`src/rtl/lif_neuron_array.sv`:
```
`timescale 1ns/1ps
// Array of N leaky integrate-and-fire neurons driven one timestep per EN strobe.
// Spikes are presented on NEURON_OUT under a REQ/ACK handshake with backpressure.
module lif_neuron_array #(
   parameter int N_NEURON = 16,
   parameter int DV_W     = 10,
   parameter int V_W      = 7,
   parameter int VTH_W    = 6,
   parameter int REF_W    = 3
) (
   input  logic                          CLK,
   input  logic                          RST,
   input  logic [N_NEURON*(VTH_W+1)-1:0] NCFG,
   input  logic                          PD,
   input  logic                          SWP,
   input  logic                          RESET_MODE,
   input  logic [V_W-2:0]                LEAK,
   input  logic [REF_W-1:0]              REFRAC,
   input  logic                          EN,
   input  logic                          FT,
   input  logic [N_NEURON*DV_W-1:0]      DV,
   input  logic                          ACK,
   output logic                          REQ,
   output logic [N_NEURON-1:0]           NEURON_OUT,
   output logic                          BUSY,
   output logic                          EN_DROP
);

   localparam logic [1:0] ST_IDLE  = 2'd0;
   localparam logic [1:0] ST_INTEG = 2'd1;
   localparam logic [1:0] ST_FIRE  = 2'd2;
   localparam logic [1:0] ST_OUT   = 2'd3;

   localparam int SUM_W = ((V_W > DV_W) ? V_W : DV_W) + 1;
   localparam int CMP_W = ((V_W > VTH_W + 1) ? V_W : VTH_W + 1) + 1;
   localparam int VMAX  = (2 ** (V_W - 1)) - 1;
   localparam logic signed [SUM_W-1:0] VMAX_S = SUM_W'(VMAX);

   logic [1:0]               state_reg;
   logic [1:0]               state_next;
   logic                     ft_reg;
   logic [N_NEURON*DV_W-1:0] dv_reg;
   logic                     req_reg;
   logic [N_NEURON-1:0]      out_reg;
   logic                     drop_reg;
   logic [N_NEURON-1:0]      spike_vec;

   // Add, clamp to +/-VMAX, then pull toward zero by lk without crossing it.
   function automatic logic signed [V_W-1:0] integ_step(
      input logic signed [V_W-1:0]  v,
      input logic signed [DV_W-1:0] d,
      input logic [V_W-2:0]         lk
   );
      logic signed [SUM_W-1:0] s;
      logic signed [SUM_W-1:0] l;
      s = {{(SUM_W-V_W){v[V_W-1]}}, v} + {{(SUM_W-DV_W){d[DV_W-1]}}, d};
      if (s > VMAX_S)
         s = VMAX_S;
      else if (s < -VMAX_S)
         s = -VMAX_S;
      l = {{(SUM_W-V_W+1){1'b0}}, lk};
      if (s > l)
         s = s - l;
      else if (s < -l)
         s = s + l;
      else
         s = '0;
      return s[V_W-1:0];
   endfunction

   function automatic logic fire_test(
      input logic signed [V_W-1:0] v,
      input logic [VTH_W-1:0]      vth,
      input logic                  swp
   );
      logic signed [CMP_W-1:0] ve;
      logic signed [CMP_W-1:0] te;
      ve = {{(CMP_W-V_W){v[V_W-1]}}, v};
      te = {{(CMP_W-VTH_W){1'b0}}, vth};
      return swp ? (ve <= -te) : (ve >= te);
   endfunction

   // Only called for a firing neuron, so the result always lies within +/-VMAX.
   function automatic logic signed [V_W-1:0] sub_reset(
      input logic signed [V_W-1:0] v,
      input logic [VTH_W-1:0]      vth,
      input logic                  swp
   );
      logic signed [CMP_W-1:0] ve;
      logic signed [CMP_W-1:0] te;
      logic signed [CMP_W-1:0] r;
      ve = {{(CMP_W-V_W){v[V_W-1]}}, v};
      te = {{(CMP_W-VTH_W){1'b0}}, vth};
      r  = swp ? (ve + te) : (ve - te);
      return r[V_W-1:0];
   endfunction

   genvar gi;
   generate
      for (gi = 0; gi < N_NEURON; gi++) begin : g_neuron
         logic signed [V_W-1:0]  v_reg;
         logic [REF_W-1:0]       cnt_reg;
         logic                   enb;
         logic [VTH_W-1:0]       vth;
         logic                   active;
         logic signed [DV_W-1:0] dv;
         logic signed [V_W-1:0]  v_pre;
         logic [REF_W-1:0]       cnt_pre;
         logic signed [V_W-1:0]  v_integ;
         logic signed [V_W-1:0]  v_fire;
         logic                   spike;

         assign {enb, vth} = NCFG[gi*(VTH_W+1) +: VTH_W+1];
         assign active     = !enb && !PD;
         assign dv         = dv_reg[gi*DV_W +: DV_W];

         always_comb begin
            v_pre   = ft_reg ? '0 : v_reg;
            cnt_pre = ft_reg ? '0 : cnt_reg;
            v_integ = integ_step(v_pre, dv, LEAK);
            spike   = active && (cnt_reg == '0) && fire_test(v_reg, vth, SWP);
            v_fire  = RESET_MODE ? sub_reset(v_reg, vth, SWP) : '0;
         end

         assign spike_vec[gi] = spike;

         // Inactive neurons keep v and counter frozen, including across FT.
         always_ff @(posedge CLK or posedge RST) begin
            if (RST) begin
               v_reg   <= '0;
               cnt_reg <= '0;
            end else if (active) begin
               if (state_reg == ST_INTEG) begin
                  if (cnt_pre == '0) begin
                     v_reg   <= v_integ;
                     cnt_reg <= '0;
                  end else begin
                     v_reg   <= v_pre;
                     cnt_reg <= cnt_pre - REF_W'(1);
                  end
               end else if (state_reg == ST_FIRE && spike) begin
                  v_reg   <= v_fire;
                  cnt_reg <= REFRAC;
               end
            end
         end
      end
   endgenerate

   always_comb begin
      state_next = state_reg;
      case (state_reg)
         ST_IDLE:  if (EN) state_next = ST_INTEG;
         ST_INTEG: state_next = ST_FIRE;
         ST_FIRE:  state_next = ST_OUT;
         ST_OUT:   if (ACK) state_next = ST_IDLE;
         default:  state_next = ST_IDLE;
      endcase
   end

   always_ff @(posedge CLK or posedge RST) begin
      if (RST) begin
         state_reg <= ST_IDLE;
         ft_reg    <= 1'b0;
         dv_reg    <= '0;
         req_reg   <= 1'b0;
         out_reg   <= '0;
         drop_reg  <= 1'b0;
      end else begin
         state_reg <= state_next;
         if (EN && state_reg != ST_IDLE)
            drop_reg <= 1'b1;
         if (state_reg == ST_IDLE && EN) begin
            dv_reg <= DV;
            ft_reg <= FT;
         end
         if (state_reg == ST_FIRE) begin
            out_reg <= spike_vec;
            req_reg <= 1'b1;
         end
         // NEURON_OUT keeps its last value after the handshake completes.
         if (state_reg == ST_OUT && ACK)
            req_reg <= 1'b0;
      end
   end

   assign REQ        = req_reg;
   assign NEURON_OUT = out_reg;
   assign BUSY       = (state_reg != ST_IDLE);
   assign EN_DROP    = drop_reg;

endmodule

```
`config.mk`:
```
export PLATFORM = sky130hd
export DESIGN_NAME = lif_neuron_array
export DESIGN_NICKNAME = d
export VERILOG_FILES = /design/src/rtl/lif_neuron_array.sv
export SDC_FILE = /design/constraint.sdc
export NUM_CORES = 2
export LEC_CHECK = 0
export BUFFER_PORTS_ARGS = -buffer_cell sky130_fd_sc_hd__buf_2
export CORE_MARGIN = 2
export CORE_UTILIZATION = 50
export DETAILED_ROUTE_END_ITERATION = 10
export PLACE_DENSITY = 0.7
export SYNTH_ARGS = -nofsm -noshare
export SYNTH_HDL_FRONTEND = slang
export SYNTH_SLANG_ARGS = --single-unit
```
`constraint.sdc`:
```
create_clock -name CLK -period 10 [get_ports CLK]
set_input_delay 1.5 -clock CLK [delete_from_list [all_inputs] [get_ports CLK]]
set_output_delay 1.5 -clock CLK [all_outputs]
set_load 0.005 [all_outputs]
```
; Yosys cells after proc, flatten, opt, wreduce, memory -nomap -nowiden
; Index checks and enable logic that the tools add are counted.
[totals]
regBits = 341
inputBits = 289
output_inout_bits = 19
word_cells = 649
[classes]
addsub = 113
order_cmp = 96
n_eq_ne = 5
mux = 245
n_reduce_logical = 152
[ops]
columns = operator, count
row1 = $mux W7, 128
row2 = $mux W11, 32
row3 = $add A7 B7 Y7, 32
row4 = $sub A7 B7 Y7, 32
row5 = $mux W3, 64
row6 = $add A7 B10 Y11, 16
row7 = $gt A11 B7 Y1, 16
row8 = $gt A11 B7 Y1 const B, 16
row9 = $lt A11 B11 Y1, 16
row10 = $lt A11 B7 Y1 const B, 16
row11 = $le A7 B8 Y1, 16
row12 = $neg A6 Y8, 16
row13 = $ge A7 B7 Y1, 16
row14 = $logic_not A3 Y1, 32
row15 = $logic_and A1 B1 Y1, 67
row16 = $sub A3 B1 Y3 const B, 16
row17 = $reduce_bool A2 Y1, 18
row18 = $reduce_and A2 Y1, 17
row19 = $mux W1, 18
row20 = $logic_not A1 Y1, 17
row21 = $neg A6 Y11, 1
row22 = $pmux W2 S4, 1
row23 = $eq A2 B2 Y1 const B, 2
row24 = $mux W2, 2
row25 = 3 further kinds, 4

; Logic depth before layout (Yosys ltp)
[depth]
depth_word = 10
mapped_depth = 27
ltp_nobuf = 23

; Worst setup path after synthesis
; No wires, ideal clock.
[synth_path]
path_kind = input -> register
start = input port LEAK[1]
end = register g_neuron[4].v_reg[6]
setup_time_ps = 67
arrival_time_ps = 6283
t_required_ps = 9933
slack_ps = 3650
cell_stages = 10
n_path_buf = 0
cell_sequence = inv_1 -> ha_1 -> and3_1 -> ha_1 -> or4b_2 -> o31ai_1 -> o31ai_4 -> o31a_1 -> a21oi_1 -> a221o_1
[synth_via]
elab_chain_len = 6
elab_cells_between_ends = 9
classes_between = 3 x add/sub / 2 x order compare / 4 x mux
[synth_lines]
columns = element, line
row1 = "start, declared", 17  ; input logic [V_W-2:0] LEAK,
row2 = $neg A6 Y11, 64  ; else if (s < -l)
row3 = $lt A11 B11 Y1, 64
row4 = $mux W7, 64
row5 = $mux W7 (*), 62  ; if (s > l)
row6 = $mux W7 (*), 134  ; if (cnt_pre == '0) begin
row7 = $mux W7 (*), 133  ; if (state_reg == ST_INTEG) begin
row8 = "end signal, assigned", 135  ; v_reg <= v_integ;
row9 = "end signal, assigned", 138  ; v_reg <= v_pre;
row10 = "end signal, assigned", 142  ; v_reg <= v_fire;
row11 = "end, declared", 101  ; logic signed [V_W-1:0] v_reg;
; Mark *: on every way between the ends. The rest lies on a longest branch, timed or not.
; A chain may end at the register's enable or synchronous reset.

; Worst setup path in the final report
[layout_path]
start = register ft_reg
end = register g_neuron[15].v_reg[3]
[layout_via]
elab_chain_len = 10
elab_cells_between_ends = 16
classes_between = 3 x add/sub / 4 x order compare / 8 x mux / 1 x reduce/logical
[layout_lines]
columns = element, line
row1 = "start, declared", 41  ; logic ft_reg;
row2 = "start signal, assigned", 164  ; ft_reg <= 1'b0;
row3 = "start signal, assigned", 175  ; ft_reg <= FT;
row4 = $mux W7, 118  ; v_pre = ft_reg ? '0 : v_reg;
row5 = $add A7 B10 Y11, 56  ; s = {{(SUM_W-V_W){v[V_W-1]}}, v} + {{(SUM_W-DV_W){d[DV_W-1]}}, d};
row6 = $lt A11 B7 Y1, 59  ; else if (s < -VMAX_S)
row7 = $mux W11, 59
row8 = $mux W11, 57  ; if (s > VMAX_S)
row9 = $lt A11 B11 Y1 / $add A7 B7 Y7 (equally long branches), "64, 65"
row10 = $mux W7, 64
row11 = $mux W7, 62
row12 = $mux W7 (*), 134
row13 = $mux W7 (*), 133
row14 = "end signal, assigned", 135
row15 = "end signal, assigned", 138
row16 = "end signal, assigned", 142
row17 = "end, declared", 101
; Marks and branches as above.

==> reports/qor.txt <==
Status - completed
CTS tree - done
IO Pins - 308
Sequential-to-total area share from yosys stat - 17.0%
CP startpoint kind - flip-flop
Fraction of registers with async set/reset - 100%
DR DRC count - 0
Die area - 103000 µm²
Final hold violation count - 0
FMAX - 144 MHz
Min-delay worst type - flip-flop to flip-flop
First-pass GRT wire length - 256000 µm
Max-cap violation count - 0
Worst-path clk slew - 0.06 ns
Max clock buf depth - 3
Critical path's top delay family - compound AO/OA/AOI/OAI gates
Ys Warns - 0
Die W - 321 µm
Via density - 6.25
WP data required - 10.58 ns
R2R cell count - 20
IO buf count - 307
RR Endpoint - g_neuron[15].v_reg[3]
Post-CTS resize count - 0
Largest net degree at the start of global routing - 129
Crit path cell chain - buf_4, inv_2, buf_4, nand2_1, inv_1, ha_1, nor2b_1, a31oi_1, o21a_1, a21oi_1, o21ai_0, ha_1, nor2b_1, o211ai_1, a21boi_0, o31a_1, a2111oi_2, o21ai_0, a32oi_1, a221o_1
CP Capture Type - flip-flop
Worst-skew pair later-pin latency - 0.66 ns
Final cell count without fillers - 7729
Row cnt - 116
Multi-input combinational cell area - 39100 µm²
Total clock sinks - 341
Pins over their slew limit - 0
Post-Route WL - 164000 µm
Arrival @ worst endpoint - 7.51 ns
Worst hold endpoint - EN_DROP
Routed length per instance - 21.2 µm
DP HPWL - 120000 µm
Slowest CP cell - a2111oi_2
Fin Clk Skew - 0.0194 ns
Initial Util - 50.3%
Placed insts - 7636
Layout area overhead - 8.97%
Storage cell area - 8540 µm²
Worst Hold Depth - 1
Core region area - 99900 µm²
Antenna Nets Post-Route - 0
Commonest cells after routing, fill and taps aside - 835 x ha_1, 520 x nor2_1, 498 x inv_1
Critical Path Start - ft_reg
Unique masters post-synth - 108
Setup violators final - 0
Chip height - 321 µm
FF+latch count, synth - 341
Number of synthesized flops with an enable pin - 0
Slew HR - 23.1%
RSZ-0062 raised after global routing - no
Post-layout min period - 6.93 ns
Worst reg2reg startpoint - ft_reg
Post-Synthesis Cells - 6178
Max FFs per register - 160
R2R setup slack - 3.07 ns
Commonest non-fill, non-tap cell in the layout - ha_1
Total GRT Usage - 31.0%
Initial antenna violation count - 17
Post-Syn Area per Cell - 8.14 µm²
Finished Core Util - 54.8%
TritonRoute pass-1 iters - 5
Post-route clock period utilization - 69.3%
CP Class - flip-flop to flip-flop
Grt ovf - 0
Routability cong. - 0.963
Synth Flop Type - dfrtp_1
Worst slew pin tran - 1.15 ns
Setup Fix Bufs, Post-CTS - 0
CP Buf/Inv Count - 4
Crit path max fanout - 38
Post-layout nets - 7594
Cts hold-fix bufs - 0
Final setup TNS - 0 ns
Synth Cell Area - 50300 µm²
CTS buffer count - 48
Fraction of layout cells with a size suffix above 1 - 12.0%
Vias in the first global route - 46300
# fillers - 9319
DR iter-0 viols - 4364
Critical Path Max Stage Delay - 0.80 ns
Hold path start - EN_DROP
H-tree depth - 2
Via count - 48300
Clock root cell - clkbuf_16
Syn nets - 7384
[final cells by class]
type	count	area share, %
diodes	9	0.0411
clock buffers	70	2.62
clock inverters	14	0.265
inverters	517	3.56
multi-input cells	5123	71.4
flip-flops and latches	341	15.6
well taps	1298	2.97
repair buffers	357	3.55
[metal layers]
layer	track usage, %	up-vias	wire [µm]
li1	-	23100	-
met1	41.6	23200	71500
met2	50.4	1718	73400
met3	4.11	312	11900
met4	11.9	4	6850
met5	0	-	18
[logic make-up after synthesis]
group	count (synthesis)	synth area share, %
buffers and inverters	714	5.39
adder cells (fa/ha/maj)	917	24.0
flip-flops	341	17.0
XOR/XNOR	282	4.91
AND/OR/NAND/NOR	1769	17.8
multiplexers	243	5.33
AO/OA/AOI/OAI	1912	25.6
[cell usage after synthesis, drive strengths merged, types with 38 or more instances]
cell,number,share of area [%]
mux2,195,4.4
fa,80,3.2
ha,837,21
nor2,525,3.9
xnor2,189,3.3
a21oi,456,4.6
o21ai,400,4.0
nor2b,189,2.4
and3,41,0.51
a21o,118,1.8
nand2b,111,1.4
nand2,268,2.0
clkbuf,153,1.1
a31oi,65,0.85
o221ai,51,0.90
o21bai,103,1.5
inv,517,3.9
o211ai,44,0.66
o21a,87,1.3
mux2i,48,0.96
xor2,93,1.6
nor3,208,2.1
o31ai,66,1.0
buf,44,0.39
nand4,49,0.61
nand3,134,1.3
a221oi,38,0.66
dfrtp,341,17
o22ai,61,0.80
a211oi,62,0.96
[worst register-to-register path, delay by kind of cell (launching register included)]
family	cells	cell delay, ns
buffers and inverters	4	1.43
adders and majority gates	2	0.73
and+or+nand+nor	3	0.68
AOI/OAI and AO/OA	11	3.29
DFF	1	0.75
[per-stage QoR]
step | hold slack [ns] | worst slack (ns) | area (µm²)
2_1_floorplan | 0.451 | 3.65 | 50300
3_3_place_gp | 0.437 | 3.37 | 53200
3_5_place_dp | 0.448 | 3.25 | 53200
4_1_cts | 0.462 | 3.21 | 54700
5_1_grt | 0.489 | 2.59 | 54800
6_report | 0.457 | 3.07 | 54800
[worst max path at each step]
stage,endpoint,slack (ns),depth (start not counted)
after floorplan,g_neuron[4].v_reg[6],3.65,10
after global placement,g_neuron[15].v_reg[3],3.37,21
after detailed placement,g_neuron[15].v_reg[3],3.25,20
after CTS,g_neuron[15].v_reg[3],3.21,20
after global routing,g_neuron[15].v_reg[4],2.59,20
final,g_neuron[15].v_reg[3],3.07,20
Power is left out: the tool's default activity adds up to more than one toggle a clock period on the data nets, which glitch-free logic cannot reach.
